File: config.mk
export PLATFORM = sky130hd
export DESIGN_NAME = viterbi_frame_ctrl
export DESIGN_NICKNAME = d
export VERILOG_FILES = /design/src/rtl/viterbi_pkg.sv /design/src/rtl/vit_sym_counter.sv /design/src/rtl/viterbi_frame_ctrl.sv
export SDC_FILE = /design/constraint.sdc
export NUM_CORES = 1
export LEC_CHECK = 0
export CAP_MARGIN = 20
export CORE_UTILIZATION = 50
export DETAILED_ROUTE_END_ITERATION = 16
export PLACE_DENSITY = 0.88
export SLEW_MARGIN = 20
export SYNTH_ARGS = -nofsm -noshare
export SYNTH_HDL_FRONTEND = slang
export SYNTH_SLANG_ARGS = --single-unit
File: constraint.sdc
create_clock -name clk -period 2.6 [get_ports clk]
set_clock_uncertainty 0.05 [all_clocks]
set_input_delay 0.26 -clock clk [delete_from_list [all_inputs] [get_ports clk]]
set_output_delay 0.26 -clock clk [all_outputs]
set_load 0.02 [all_outputs]
File: src/rtl/viterbi_pkg.sv
// Shared definitions for the Viterbi decoder frame controller: FSM encoding,
// BMU stage qualifier positions and frame timing defaults.
package viterbi_pkg;

    typedef enum logic [2:0] {
        ST_IDLE  = 3'd0,
        ST_RENEW = 3'd1,
        ST_LOAD  = 3'd2,
        ST_FLUSH = 3'd3,
        ST_TB    = 3'd4,
        ST_DONE  = 3'd5
    } state_t;

    // Bit positions inside stage_valid
    localparam int SV_PAIR_0     = 0;
    localparam int SV_PAIR_1     = 1;
    localparam int SV_PAIR_INPUT = 2;

    // BMU/ACS pipeline drain time between the last symbol and traceback
    localparam int VIT_FLUSH_CYC = 3;

    // Shorter frames cannot fill the first two BMU stages plus steady state
    localparam int VIT_MIN_FRAME_LEN = 3;

    // One-hot stage qualifier for a transfer, given its position in the frame
    function automatic logic [2:0] stage_onehot(input logic is_first, input logic is_second);
        if (is_first) begin
            return 3'b001 << SV_PAIR_0;
        end else if (is_second) begin
            return 3'b001 << SV_PAIR_1;
        end else begin
            return 3'b001 << SV_PAIR_INPUT;
        end
    endfunction

endpackage

File: src/rtl/vit_sym_counter.sv
// Per-frame symbol counter: latches the frame length on frame start, counts
// accepted bit pairs and flags the transfer that completes the frame.
module vit_sym_counter #(
    parameter int LEN_W = 8
) (
    input  logic             clk,
    input  logic             rst,
    input  logic             frame_start,
    input  logic [LEN_W-1:0] len_in,
    input  logic             inc,
    output logic [LEN_W-1:0] count,
    output logic             last
);

    logic [LEN_W-1:0] len_q;

    // NOTE: sequential state uses non-blocking assignments so every flop samples pre-edge values.
    always_ff @(posedge clk or posedge rst) begin
        if (rst) begin
            count <= '0;
            len_q <= '0;
        end else if (frame_start) begin
            count <= '0;
            len_q <= len_in;
        end else if (inc) begin
            count <= count + LEN_W'(1);
        end
    end

    // Compare against len-1 so the count stops exactly at len, even at all-ones
    assign last = inc && (count == len_q - LEN_W'(1));

endmodule

File: src/rtl/viterbi_frame_ctrl.sv
// Viterbi decoder frame controller: sequences BMU renew, symbol routing into
// the BMU stages, pipeline flush and traceback handshake for one frame.
module viterbi_frame_ctrl
    import viterbi_pkg::*;
#(
    parameter int LEN_W     = 8,
    parameter int FLUSH_CYC = VIT_FLUSH_CYC
) (
    input  logic             clk,
    input  logic             rst,
    input  logic             start,
    input  logic [LEN_W-1:0] frame_len,
    input  logic             abort,
    input  logic             sym_valid,
    input  logic [1:0]       sym_data,
    output logic             sym_ready,
    output logic             renew,
    output logic [1:0]       bit_pair_0,
    output logic [1:0]       bit_pair_1,
    output logic [1:0]       bit_pair_input,
    output logic [2:0]       stage_valid,
    output logic             tb_start,
    input  logic             tb_done,
    output logic             busy,
    output logic             done,
    output logic             err,
    output logic [LEN_W-1:0] sym_count
);

    localparam int               FL_W       = (FLUSH_CYC > 1) ? $clog2(FLUSH_CYC) : 1;
    localparam logic [FL_W-1:0]  FLUSH_LAST = FL_W'(FLUSH_CYC - 1);
    localparam logic [LEN_W-1:0] MIN_LEN    = LEN_W'(VIT_MIN_FRAME_LEN);

    state_t          state;
    state_t          next_state;
    logic [FL_W-1:0] flush_cnt;

    logic len_ok;
    logic start_ok;
    logic abort_ok;
    logic flush_last;
    logic xfer;
    logic last_sym;
    logic is_first;
    logic is_second;
    logic renew_d;
    logic tb_start_d;
    logic err_d;

    assign len_ok     = (frame_len >= MIN_LEN);
    assign start_ok   = (state == ST_IDLE) && start && len_ok;
    assign abort_ok   = abort && (state inside {ST_RENEW, ST_LOAD, ST_FLUSH, ST_TB});
    assign flush_last = (flush_cnt == FLUSH_LAST);
    assign xfer       = sym_valid && sym_ready;
    assign is_first   = (sym_count == '0);
    assign is_second  = (sym_count == LEN_W'(1));

    vit_sym_counter #(
        .LEN_W (LEN_W)
    ) u_sym_counter (
        .clk         (clk),
        .rst         (rst),
        .frame_start (start_ok),
        .len_in      (frame_len),
        .inc         (xfer),
        .count       (sym_count),
        .last        (last_sym)
    );

    always_ff @(posedge clk or posedge rst) begin
        if (rst) begin
            state <= ST_IDLE;
        end else begin
            state <= next_state;
        end
    end

    // Abort has priority over every forward transition, including flush expiry and tb_done
    always_comb begin
        // NOTE: default assignment first keeps this block latch-free.
        next_state = state;
        case (state)
            ST_IDLE:  if (start_ok) next_state = ST_RENEW;
            ST_RENEW: next_state = abort ? ST_IDLE : ST_LOAD;
            ST_LOAD: begin
                if (abort)         next_state = ST_IDLE;
                else if (last_sym) next_state = ST_FLUSH;
            end
            ST_FLUSH: begin
                if (abort)           next_state = ST_IDLE;
                else if (flush_last) next_state = ST_TB;
            end
            ST_TB: begin
                if (abort)        next_state = ST_IDLE;
                else if (tb_done) next_state = ST_DONE;
            end
            ST_DONE:  next_state = ST_IDLE;
            default:  next_state = ST_IDLE;
        endcase
    end

    always_comb begin
        sym_ready  = (state == ST_LOAD) && !abort;
        busy       = (state != ST_IDLE);
        done       = (state == ST_DONE);
        renew_d    = start_ok || abort_ok;
        tb_start_d = (state == ST_FLUSH) && (next_state == ST_TB);
        err_d      = (state == ST_IDLE) && start && !len_ok;
    end

    // Pulses are registered so they appear in the first cycle of the new state
    always_ff @(posedge clk or posedge rst) begin
        if (rst) begin
            renew    <= 1'b0;
            tb_start <= 1'b0;
            err      <= 1'b0;
        end else begin
            renew    <= renew_d;
            tb_start <= tb_start_d;
            err      <= err_d;
        end
    end

    always_ff @(posedge clk or posedge rst) begin
        if (rst) begin
            flush_cnt <= '0;
        end else if ((state == ST_FLUSH) && (next_state == ST_FLUSH)) begin
            flush_cnt <= flush_cnt + FL_W'(1);
        end else begin
            flush_cnt <= '0;
        end
    end

    always_ff @(posedge clk or posedge rst) begin
        // NOTE: datapath registers are reset too, so the BMU never sees X pairs after rst.
        if (rst) begin
            stage_valid    <= 3'b000;
            bit_pair_0     <= 2'b00;
            bit_pair_1     <= 2'b00;
            bit_pair_input <= 2'b00;
        end else begin
            stage_valid <= xfer ? stage_onehot(is_first, is_second) : 3'b000;
            if (xfer) begin
                if (is_first) begin
                    bit_pair_0 <= sym_data;
                end else if (is_second) begin
                    bit_pair_1 <= sym_data;
                end else begin
                    bit_pair_input <= sym_data;
                end
            end
        end
    end

endmodule

==> key figures <==
Status
  – Status: completed

Setup path
  – Worst reg2reg endpoint: u_sym_counter.len_q[2]$_DFFE_PP0P_
  – CP Cell Sequence: nor2_1 -> nand3b_1 -> a21oi_1 -> mux2_2
  – Worst r2r path cells: 4
  – Arrival time worst endpoint: between 2000 and 2500 ps
  – Crit start category: flop
  – Critical path fanouts, max: 13
  – Critical path's top delay family: compound AO/OA/AOI/OAI gates
  – Worst path max stage delay: 800 ps
  – R2r setup slk: around 370 ps
  – R2r startpoint: state[0]$_DFF_PP0_
  – CP Capture Type: flop
  – Buf+Inv Stages, Crit Path: 0
  – WP depth: 4
  – Required time worst endpoint: around 2800 ps
  – Slowest CP cell: a21oi_1
  – Crit Path Category: reg -> reg

Pwr
  – Leakage: about 1 nW
  – Power Dens Cells: 651 mW/mm^2
  – Pwr Total: ~0.0014 W
  – Max VDD drop: 0.490 mV

Finish
  – Most frequent cells in the layout: clkdlybuf4s50_1, dfrtp_1, nor2_1
  – Commonest non-fill, non-tap cell in the layout: clkdlybuf4s50_1
  – Fillers: roughly 250
  – Synth-to-layout area growth: 28.0%
  – Post-Layout Cell Count: ~250
  – Antenna diodes: 0
  – Final nets: between 200 and 250
  – Fin area: around 0.0022 sq mm
  – Layout cell share with drive strength beyond 1: between 10% and 20%

Yosys
  – Syn nets: approximately 180
  – Sequential-to-total area share from yosys stat: roughly 48%
  – Post-Synthesis Mean Instance Area: about 11 sq um
  – Synth warn: 0
  – Mapped cell area: approximately 0.0017 sq mm
  – Post-synthesis register bit count: 33
  – Cells after synthesis: approximately 160
  – Yosys cell types: 39

Placement
  – Place WS: 402 ps
  – Buffers on Ports: 38
  – Post-DP HPWL: around 2700 um
  – RD Place Congestion: approximately 0.8
  – Cells after DPL: 240
  – Placed instance area: around 0.0021 sq mm

CTS
  – Clock latency on the worst-skew pair: about 350 ps
  – Clock edge transition at the registers on the reported setup and hold paths: about 100 ps
  – Root buf cell: clkbuf_4
  – H-Tree Level Count: 2
  – Cts bufs inserted: 5
  – Postcts setup bufs: 0
  – Clock tree buffer depth: 2
  – Resize count post-CTS: 0
  – CTS tree: yes
  – Sink Count: 33
  – CTS Hold Bufs: 0

Timing
  – Final min period: between 2000 and 2500 ps
  – Post-route setup TNS: 0 ps
  – Final Max Slew Viols: 0
  – Setup ws final: 371 ps
  – Final Hold Fails: 0
  – RSZ-0062 raised after global routing: no
  – Fin crit share: ~86%
  – Fmax: about 450 MHz
  – Final setup vio count: 0
  – Worst Max-Slew Pin Slew: 1020 ps
  – Worst slew margin: 32.2%

Job
  – Max Cap Violations: 0

Min path
  – Hold Path Class: in -> async

Global route
  – First-pass GRT wire length: 6080 um
  – Total gr overflow: 0
  – Vias in the first global route: between 1k and 1.5k
  – All-Layer GR Usage: a little under a quarter
  – Largest net degree at the start of global routing: 34
  – Initial antenna violation count: 0

Floorplanning
  – CORE AREA: between 0.003 and 0.004 sq mm
  – Num ports: 39
  – # rows: 20
  – Starting Density: a little over half
  – Die Y: about 61 um
  – DIE AREA: roughly 0.0037 sq mm
  – Die Wd: approximately 61 um

Routing
  – Vias per Instance: ~5.4
  – TritonRoute pass-1 iters: 4
  – Wire per inst: around 15 um
  – Remaining DRCs: 0
  – Antenna-violating nets left: 0
  – Final WL: approximately 3700 um
  – DRT iter0 DRCs: roughly 120
  – Vias: 1338
[worst min-delay path: stages]
cell,delay (ps)
clkdlybuf4s50_1,390
inv_1,50
buf_4,360
[area by class of cell]
| cell class | count | area, sq um | share of cell area, % |
|---|---|---|---|
| Clock inverter | 1 | 5.00 | 0.227 |
| Tap cell | 44 | 55.1 | 2.50 |
| Sequential cell | 33 | 826 | 37.5 |
| Multi-Input combinational cell | 114 | 820 | 37.2 |
| Inverter | 8 | 30.0 | 1.36 |
| Timing Repair Buffer | 41 | 403 | 18.3 |
| Clock buffer | 7 | 65.1 | 2.95 |
[power breakdown]
group / leakage (nW) / total, W / internal (W) / switching [W]
combinational: 0.503 / 0.000433 / 0.000222 / 0.000211
sequential: 0.435 / 0.000671 / 0.000586 / 0.0000848
clock: 0.0413 / 0.000331 / 0.000157 / 0.000174
total: 0.979 / 0.00143 / 0.000965 / 0.000470
[sequential cells by signal, indices dropped and copies added (netlist names)]
| signal | count |
|---|---|
| bit_pair_0 | 2 |
| bit_pair_1 | 2 |
| bit_pair_input | 2 |
| err | 1 |
| flush_cnt | 2 |
| renew | 1 |
| stage_valid | 3 |
| state | 3 |
| tb_start | 1 |
| u_sym_counter.count | 8 |
| u_sym_counter.len_q | 8 |
[cell usage after synthesis]
cell type / count / area, sq um
buf_2: 1 / 5.00
or4_4: 1 / 11.3
a311o_1: 1 / 10.0
o21bai_1: 1 / 7.51
and3b_1: 1 / 8.76
nor3_4: 1 / 16.3
a31oi_1: 1 / 6.26
and2_1: 1 / 6.26
mux2_2: 10 / 113
or3_1: 1 / 6.26
and3_1: 2 / 12.5
nor4b_2: 1 / 15.0
or4_1: 1 / 7.51
dfrtp_1: 33 / 826
nand4_1: 5 / 31.3
nor3_1: 5 / 25.0
and4b_1: 1 / 10.0
a31o_2: 1 / 8.76
a41oi_1: 1 / 8.76
xnor2_1: 7 / 61.3
nand2b_1: 2 / 12.5
buf_4: 1 / 7.51
and4b_4: 1 / 13.8
a21oi_1: 4 / 20.0
clkbuf_1: 3 / 11.3
nand3b_1: 3 / 22.5
xor2_1: 10 / 87.6
nand3_1: 4 / 20.0
nand2_1: 9 / 33.8
nor2_1: 18 / 67.6
or2b_1: 1 / 7.51
inv_1: 8 / 30.0
buf_6: 2 / 22.5
nor4b_1: 1 / 8.76
ha_1: 5 / 62.6
mux2_4: 2 / 30.0
o21ai_0: 8 / 40.0
nor4_1: 2 / 12.5
a211oi_1: 2 / 15.0
[kinds of logic (layout without fill, tap and decap cells)]
logic type / count (synthesis) / after routing / synth area share [%]
AO/OA/AOI/OAI: 19 / 19 / 6.76
buffers and inverters: 15 / 57 / 4.43
flip-flops: 33 / 33 / 48.0
adder cells (fa/ha/maj): 5 / 5 / 3.63
XOR/XNOR: 17 / 17 / 8.65
AND/OR/NAND/NOR: 61 / 61 / 20.3
multiplexers: 12 / 12 / 8.29
[per-stage QoR]
| step | utilization, % | hold WS [ps] |
|---|---|---|
| floorplan | - | 276 |
| global placement | 67.7 | 361 |
| detailed placement | 67.7 | 385 |
| CTS | 69.9 | 252 |
| global route | 69.9 | 313 |
| finish | 69.9 | 245 |
[per-layer routing]
layer	GRT usage [%]	up-vias	share of wire [%]
li1	-	648	-
met1	26.8	641	44
met2	37.7	40	48
met3	6.40	9	5.6
met4	16.6	0	2.6
met5	0	-	0
[how the worst max path moves through the flow]
stage	end	start
after floorplan	bit_pair_1[0]$_DFFE_PP0P_	u_sym_counter.count[6]$_DFFE_PP0P_
after global placement	bit_pair_1[1]$_DFFE_PP0P_	abort
after detailed placement	bit_pair_1[0]$_DFFE_PP0P_	abort
after CTS	sym_ready	state[2]$_DFF_PP0_
after global routing	u_sym_counter.len_q[7]$_DFFE_PP0P_	state[0]$_DFF_PP0_
final	u_sym_counter.len_q[2]$_DFFE_PP0P_	state[0]$_DFF_PP0_
(Power assumes the default switching activity.)
